===== config.mk =====
export PLATFORM = sky130hd
export DESIGN_NAME = aes_byte_stream_if
export DESIGN_NICKNAME = d
export VERILOG_FILES = /design/src/rtl/aes_byte_stream_if.sv
export SDC_FILE = /design/constraint.sdc
export NUM_CORES = 1
export LEC_CHECK = 0
export CAP_MARGIN = 20
export CELL_PAD_IN_SITES_DETAIL_PLACEMENT = 1
export CELL_PAD_IN_SITES_GLOBAL_PLACEMENT = 1
export CORE_ASPECT_RATIO = 0.7
export CORE_UTILIZATION = 44
export CTS_CLUSTER_SIZE = 16
export DETAILED_ROUTE_END_ITERATION = 6
export PLACE_DENSITY = 0.93
export SLEW_MARGIN = 20
export SYNTH_ARGS = -nofsm -noshare
export SYNTH_HDL_FRONTEND = slang
export SYNTH_SLANG_ARGS = --single-unit

===== constraint.sdc =====
create_clock -name clk -period 7.81 [get_ports clk]
set_clock_uncertainty 0.2 [all_clocks]
set_input_delay 0.781 -clock clk [delete_from_list [all_inputs] [get_ports clk]]
set_output_delay 0.781 -clock clk [all_outputs]
set_load 0.01 [all_outputs]

===== src/rtl/aes_byte_stream_if.sv =====
// Byte-stream wrapper around a combinational AES-128 core.
// Key and plaintext bytes are collected MSB-first into 128-bit registers.
// The core is then given CORE_WAIT cycles to settle, and the ciphertext is
// streamed back out one byte at a time.
module aes_byte_stream_if #(
  parameter int unsigned CORE_WAIT = 2
) (
  input  logic         clk,
  input  logic         rst_n,
  input  logic         in_valid,
  output logic         in_ready,
  input  logic [7:0]   in_data,
  input  logic         in_key_sel,
  output logic [127:0] core_plaintext,
  output logic [127:0] core_key,
  input  logic [127:0] core_ciphertext,
  output logic         out_valid,
  input  logic         out_ready,
  output logic [7:0]   out_data,
  output logic         out_last,
  output logic         key_loaded,
  output logic         busy
);

  typedef enum logic [1:0] {ST_LOAD, ST_WAIT, ST_SEND} state_t;

  localparam logic [3:0] WAIT_LAST = 4'(CORE_WAIT - 1);

  state_t       state_q, state_d;
  logic [127:0] key_q, key_d;
  logic [127:0] pt_q, pt_d;
  logic [127:0] ct_q, ct_d;
  logic [4:0]   key_cnt_q, key_cnt_d;
  logic [4:0]   pt_cnt_q, pt_cnt_d;
  logic [3:0]   wait_cnt_q, wait_cnt_d;
  logic [3:0]   idx_q, idx_d;
  logic         key_loaded_q, key_loaded_d;
  logic         out_valid_q, out_valid_d;
  logic         out_last_q, out_last_d;
  logic         busy_q, busy_d;
  logic [7:0]   out_data_q, out_data_d;
  logic         key_acc, pt_acc;

  // Key bytes are always welcome in LOAD; plaintext stalls once 16 are held.
  assign in_ready = (state_q == ST_LOAD) && (in_key_sel || !pt_cnt_q[4]);
  assign key_acc  = in_valid && in_ready && in_key_sel;
  assign pt_acc   = in_valid && in_ready && !in_key_sel;

  assign core_plaintext = pt_q;
  assign core_key       = key_q;
  assign out_valid      = out_valid_q;
  assign out_last       = out_last_q;
  assign out_data       = out_data_q;
  assign busy           = busy_q;
  assign key_loaded     = key_loaded_q;

  // Next-state logic for the LOAD/WAIT/SEND sequencer and its datapath.
  always_comb begin
    state_d      = state_q;
    key_d        = key_q;
    pt_d         = pt_q;
    ct_d         = ct_q;
    key_cnt_d    = key_cnt_q;
    pt_cnt_d     = pt_cnt_q;
    wait_cnt_d   = wait_cnt_q;
    idx_d        = idx_q;
    key_loaded_d = key_loaded_q;
    out_data_d   = '0;

    case (state_q)
      ST_LOAD: begin
        if (key_acc) begin
          for (int i = 0; i < 16; i++) begin
            if (key_cnt_q[3:0] == 4'(i)) key_d[127-8*i -: 8] = in_data;
          end
          // Starting a new key invalidates the old one until it is complete.
          if (key_cnt_q == 5'd0) key_loaded_d = 1'b0;
          if (key_cnt_q == 5'd15) begin
            key_loaded_d = 1'b1;
            key_cnt_d    = 5'd0;
          end else begin
            key_cnt_d = key_cnt_q + 5'd1;
          end
        end
        if (pt_acc) begin
          for (int i = 0; i < 16; i++) begin
            if (pt_cnt_q[3:0] == 4'(i)) pt_d[127-8*i -: 8] = in_data;
          end
          pt_cnt_d = pt_cnt_q + 5'd1;
        end
        if ((pt_cnt_d == 5'd16) && key_loaded_d) begin
          state_d    = ST_WAIT;
          wait_cnt_d = '0;
        end
      end
      ST_WAIT: begin
        if (wait_cnt_q == WAIT_LAST) begin
          ct_d    = core_ciphertext;
          idx_d   = '0;
          state_d = ST_SEND;
        end else begin
          wait_cnt_d = wait_cnt_q + 4'd1;
        end
      end
      ST_SEND: begin
        if (out_ready) begin
          if (idx_q == 4'd15) begin
            state_d  = ST_LOAD;
            pt_cnt_d = '0;
            idx_d    = '0;
          end else begin
            idx_d = idx_q + 4'd1;
          end
        end
      end
      default: state_d = ST_LOAD;
    endcase

    // Outputs are registered from the next-state values so they line up with the state.
    out_valid_d = (state_d == ST_SEND);
    busy_d      = (state_d != ST_LOAD);
    out_last_d  = (state_d == ST_SEND) && (idx_d == 4'd15);
    if (state_d == ST_SEND) begin
      for (int i = 0; i < 16; i++) begin
        if (idx_d == 4'(i)) out_data_d = ct_d[127-8*i -: 8];
      end
    end
  end

  // State and datapath registers; reset aborts any block in flight and drops the key.
  always_ff @(posedge clk or negedge rst_n) begin
    if (!rst_n) begin
      state_q      <= ST_LOAD;
      key_q        <= '0;
      pt_q         <= '0;
      ct_q         <= '0;
      key_cnt_q    <= '0;
      pt_cnt_q     <= '0;
      wait_cnt_q   <= '0;
      idx_q        <= '0;
      key_loaded_q <= 1'b0;
      out_valid_q  <= 1'b0;
      out_last_q   <= 1'b0;
      busy_q       <= 1'b0;
      out_data_q   <= '0;
    end else begin
      state_q      <= state_d;
      key_q        <= key_d;
      pt_q         <= pt_d;
      ct_q         <= ct_d;
      key_cnt_q    <= key_cnt_d;
      pt_cnt_q     <= pt_cnt_d;
      wait_cnt_q   <= wait_cnt_d;
      idx_q        <= idx_d;
      key_loaded_q <= key_loaded_d;
      out_valid_q  <= out_valid_d;
      out_last_q   <= out_last_d;
      busy_q       <= busy_d;
      out_data_q   <= out_data_d;
    end
  end

endmodule

---- Word level (Yosys, flattened, before mapping) ----
Index checks and enable logic that the tools add are counted.
cells by class
  add/subtract/negate cells ............... 4
  $mul .................................... 0
  div/mod/pow operators ................... 0
  magnitude comparators ................... 0
  equality and inequality tests ........... 56
  shifts and indexed selects .............. 0
  mux-type cells .......................... 41
  bitwise operators ....................... 0
  reductions and logical operators ........ 52
operators with widths
  operator                                       count
  2-to-1 mux 128 bit                             2
  2-to-1 mux 8 bit                               17
  AND reduction 3 bit                            34
  == test 4 bit, second input constant           25
  == test 4 x 3 -> 1 bit, second input constant  12
  2-to-1 mux 5 bit                               5
  == test 4 x 2 -> 1 bit, second input constant  6
  2-to-1 mux 4 bit                               5
  == test 4 x 1 -> 1 bit, second input constant  4
  one-hot mux 4 bit (2 select lines)             2
  logical NOT 4 bit                              3
  adder 5 x 1 -> 5 bit, second input constant    2
  one-hot mux 5 bit (2 select lines)             1
  adder 4 x 1 -> 4 bit, second input constant    2
  2-to-1 mux 2 bit                               4
  logical AND 1 bit                              6
  inequality test 2 bit, second input constant   3
  one-hot mux 2 bit (3 select lines)             1
  nonzero test 2 bit                             3
  == test 5 x 4 -> 1 bit, second input constant  1
  == test 5 bit, second input constant           1
  logical NOT 5 bit                              1
  == test 2 bit, second input constant           2
  2-to-1 mux 1 bit                               4
  6 further kinds                                7
storage, ports and cells
  register bits after elaboration ......... 416
  latch bits .............................. 0
  RAM bits ................................ 0
  memory bits (read-only) ................. 0
  bits of input ports ..................... 141
  output and inout port bits .............. 269
  word-level logic and storage cells ...... 196
  memories kept ........................... 0

---- Logic depth before layout (Yosys ltp) ----
  depth in word-level cells ............... 22
  gate-level depth with buffers ........... 14
  mapped depth without buffers ............ 11

---- Worst setup path after synthesis ----
No wires, ideal clock.
  path type ............................... reg-to-reg
  start ................................... reg state_q[1]
  end ..................................... reg out_data_q[0], in the netlist out_data[0]
  setup time .............................. 0.132 ns
  data arrival time ....................... 2.567 ns
  data required time ...................... 7.478 ns
  setup slack ............................. 4.911 ns
  stages on the path, launching flop included .. 13
  buffers on the path ..................... 3
  clock period less this slack ............ 2.899 ns
  cell sequence ........................... dfrtp_1 > inv_1 > ha_1 > clkbuf_1 > inv_1 > nor2_2 > buf_4 > buf_4 > mux2_2 > a222oi_1 > o22ai_1 > a22oi_1 > a31oi_1
on the way
  elaborated cells on any way between the ends .. 54
  those cells by class .................... eq/ne (19); mux (28); reduce/logical (7)
RTL lines
  element                         line  RTL
  from (decl)                     29    state_t state_q, state_d;
  from (signal assigned)          147   state_q <= state_d;
  == test 2 x 1 -> 1 bit          70    case (state_q)
  2-to-1 mux 128 bit              70
  named net ct_d[40]              32    logic [127:0] ct_q, ct_d;
  2-to-1 mux 8 bit (6 in series)  125   if (idx_d == 4'(i)) out_data_d = ct_d[127-8*i -: 8];
  2-to-1 mux 8 bit                123   if (state_d == ST_SEND) begin
  named net out_data_d[0]         41    logic [7:0] out_data_q, out_data_d;
  to (signal assigned)            159   out_data_q <= out_data_d;
  to (decl)                       41
The timed path passes the listed nets, and every way through them passes these cells. The select of a mux whose other input is x is not followed.
A chain may end at the register's enable or synchronous reset.

---- Final worst setup path ----
  start ................................... reg state_q[0]
  end ..................................... reg out_data_q[6], in the netlist out_data[6]
on the way
  word-level cells in the longest chain between the ends .. 20
  elaborated cells on any way between the ends .. 54
  those cells by class .................... eq/ne (19); mux (28); reduce/logical (7)
ends and longest elaborated chain
  element                                                         line
  == test 2 bit / == test 2 x 1 -> 1 bit (equally long branches)  70
  one-hot mux 4 bit (2 select lines)                              70
  logical NOT 4 bit                                               125
  2-to-1 mux 8 bit (16 in series)                                 125
  2-to-1 mux 8 bit (*)                                            123
  named net out_data_d[6]                                         41
The timed path passes the listed nets; every way through them passes the cells marked *. The select of a mux whose other input is x is not followed.

==> flow_summary.yaml <==
timing:
  worst_pin_slew_ns: 0.902
  report.final.setup_viol: 0
  relSlewSlack: 0.394
  rsz0062_at_grt: "no"
  finalCritPeriodShare: 0.563
  hold_violations: 0
  setup_tns_ns: 0
  slew_viol_final: 0
  min_period_ns: 4.40
  max_freq_ghz: 0.227
cts:
  cts_root_buffer: "clkbuf_16"
  clk_latency_ns: 0.54
  h-tree-depth: 2
  ctsLongestPathBuffers: 3
  cts_tree: "done"
  cts_setup_buffers: 0
  cts_buffers: 41
  path_clk_slew_ns: 0.06
  ctsResizeCount: 0
  holdBufCountCts: 0
  cts.sinks: 416
power:
  peakVddDrop_mv: 0.213
  p_leak_nw: 10.8
  power_density_mw_per_mm2: 344
synth:
  synthMuxAreaShare: 0.249
  synth_compound_area_frac: 0.0662
  async_reset_ff_frac: 1.00
  synth_top_family_by_area: "multiplexers"
  syn_inst: 1279
  synth_nets: 1435
  ys_seq_elements: 416
  synth_adder_area_share: 0.0107
  synth_simple_gate_area_frac: 0.0530
  synth.distinct_cells: 81
  synth-xor-area-share: 0.00150
  synth_edf_count: 0
  yosysSeqAreaShare: 0.594
  syn_area_per_cell_um2: 13.7
  ys.flop_type: "dfrtp_1"
  yosysWarnings: 0
  syn-cell-area_mm2: 0.0175
route:
  drt-wirelength-per-cell_um: 28.1
  vias: 12600
  drt_iter0_drc: 977
  drt_first_pass_iters: 5
  vias_per_cell: 5.65
  routed_wl_mm: 62.5
  antenna_left: 0
  drc: 0
global_route:
  grt_pass1_wl_mm: 92.4
  grt-busiest-layer: "met2"
  grtUsageMet3: 0.0677
  globalRouteMet1Util: 0.397
  grt_max_degree: 170
  antenna_found_initial: 3
  grt_pass1_vias: 13800
  grt_util_all_layers: 0.309
  grt.overflow.total: 0
  use_met2: 0.502
worst_setup_path:
  crit_fanout: 27
  critPathMaxStageDelay_ns: 0.80
  critPathArrivalTime_ns: 4.63
  crit_required_ns: 8.05
  rr_worst_depth: 11
  path_cells: "inv_1 > ha_1 > inv_1 > o221ai_1 > nand2_2 > clkinv_1 > nand2_1 > o22ai_1 > a211oi_1 > o211ai_2 > a211oi_2"
  crit_path_end_kind: "flop"
  critPathLaunchType: "flop"
  cpMaxStageDelayCell: "clkinv_1"
  critPathKind: "reg -> reg"
  cp_common_cell: "inv_1"
final_layout:
  drive_above_1_share: 0.283
  stdcell_count: 2227
  fin_nets: 1823
  final_common_cell: "dfrtp_1"
  fin_area_mm2: 0.0235
  syn_to_final_growth_pct: 33.9
  layout_common_cells: "dfrtp_1 (416), clkdlybuf4s50_1 (405), mux2_2 (380)"
floorplan:
  initial_core_util: 0.452
  die_x_um: 241
  dieArea_mm2: 0.0407
  io_pins: 410
  rows: 60
  core_mm2: 0.0388
  die_h_um: 169
placed_design:
  gp_congestion: 0.940
  dp_cells: 2151
  hpwl_mm: 44.7
  io_buffers: 409
  placed_cell_area_mm2: 0.0221
run_status:
  status: "completed"
job:
  drv_cap: 0
worst_hold_path:
  hold_class: "in -> async"
## routing by layer
metal / vias to the layer above / wire length, um
met4: 0 / 2830
met1: 6590 / 25300
li1: 5348 / -
met3: 152 / 3880
met5: - / 0
met2: 493 / 30500
## where the power goes
part           internal, mW  total, mW  switching (mW)
clock network          1.25       2.12           0.865
logic                  1.51       2.86            1.35
registers              2.71       3.10           0.399
## area by class of cell
type / count / area [um2]
tap: 527 / 659
fill: 3756 / 15300
clock buffer: 62 / 1230
multi-input combinational: 761 / 6680
clock inverter: 11 / 184
antenna: 3 / 7.51
sequential: 416 / 10400
timing repair buffer: 425 / 4230
inverter: 22 / 82.6
## cells in the mapped netlist, drive strengths merged, types with 3 or more instances
| library cell | n | area (um2) |
|---|---|---|
| nor3 | 16 | 80.1 |
| mux2 | 381 | 4290 |
| a22oi | 15 | 113 |
| a31oi | 3 | 18.8 |
| a211o | 3 | 26.3 |
| o22ai | 11 | 68.8 |
| clkbuf | 55 | 206 |
| a221oi | 4 | 41.3 |
| o31a | 3 | 26.3 |
| a211oi | 9 | 72.6 |
| o22a | 3 | 26.3 |
| inv | 21 | 78.8 |
| ha | 15 | 188 |
| nand4 | 3 | 25.0 |
| o221ai | 3 | 32.5 |
| o21ai | 32 | 164 |
| a22o | 3 | 26.3 |
| nor2b | 5 | 31.3 |
| or3 | 7 | 43.8 |
| a21oi | 31 | 155 |
| and3 | 6 | 37.5 |
| buf | 25 | 169 |
| nand3 | 10 | 50.1 |
| o211ai | 5 | 42.5 |
| dfrtp | 416 | 10400 |
| o32ai | 3 | 26.3 |
| nor2 | 63 | 246 |
| nand2 | 52 | 200 |
| a21o | 6 | 45.0 |
| mux2i | 7 | 70.1 |
| and2 | 14 | 87.6 |
| nand2b | 6 | 37.5 |
## registers in the layout, indices dropped and copies added (netlist names)
name,count
key_cnt_q,5
out_last,1
busy,1
key_loaded,1
state_q,2
pt_cnt_q,5
ct_q,128
out_data,8
wait_cnt_q,4
out_valid,1
core_key,128
idx_q,4
core_plaintext,128
## stage by stage
stage | utilization | setup WS (ns) | total power, mW | hold WS [ns]
detailed placement | 0.568 | 3.07 | 5.93 | 0.285
finish | 0.605 | 3.41 | 8.08 | 0.0466
floorplan | - | 4.91 | 4.21 | 0.246
global route | 0.605 | 3.21 | 8.37 | 0.104
CTS | 0.605 | 3.54 | 8.10 | 0.0838
global placement | 0.568 | 3.31 | 5.72 | 0.265
## cells by family after synthesis
family,Yosys count
xor+xnor,3
fa+ha+maj,15
compound gates,162
mux,388
simple gates,193
buf+inv,102
flops,416
## worst max-delay path: cells and delay by family, from the launching register on
kind	cells	cell delay [ns]
adders and majority gates	1	0.41
AOI/OAI and AO/OA	5	1.06
DFF	1	0.40
and+or+nand+nor	2	1.05
buffers and inverters	3	1.14
## path summary, 6_finish.rpt
path	from	end	slack [ns]
worst max-delay path	state_q[0]$_DFF_PN0_	out_data[6]$_DFF_PN0_	3.41
worst min-delay path	rst_n	core_key[18]$_DFFE_PN0P_	0.05
worst max register to register	state_q[0]$_DFF_PN0_	out_data[6]$_DFF_PN0_	3.41
worst min register to register	ct_q[29]$_DFF_PN0_	ct_q[29]$_DFF_PN0_	0.30
max in group asynchronous	rst_n	core_plaintext[70]$_DFFE_PN0P_	5.93
min in group clk	ct_q[29]$_DFF_PN0_	ct_q[29]$_DFF_PN0_	0.30
Note: power is estimated with default switching activity, not from simulation.
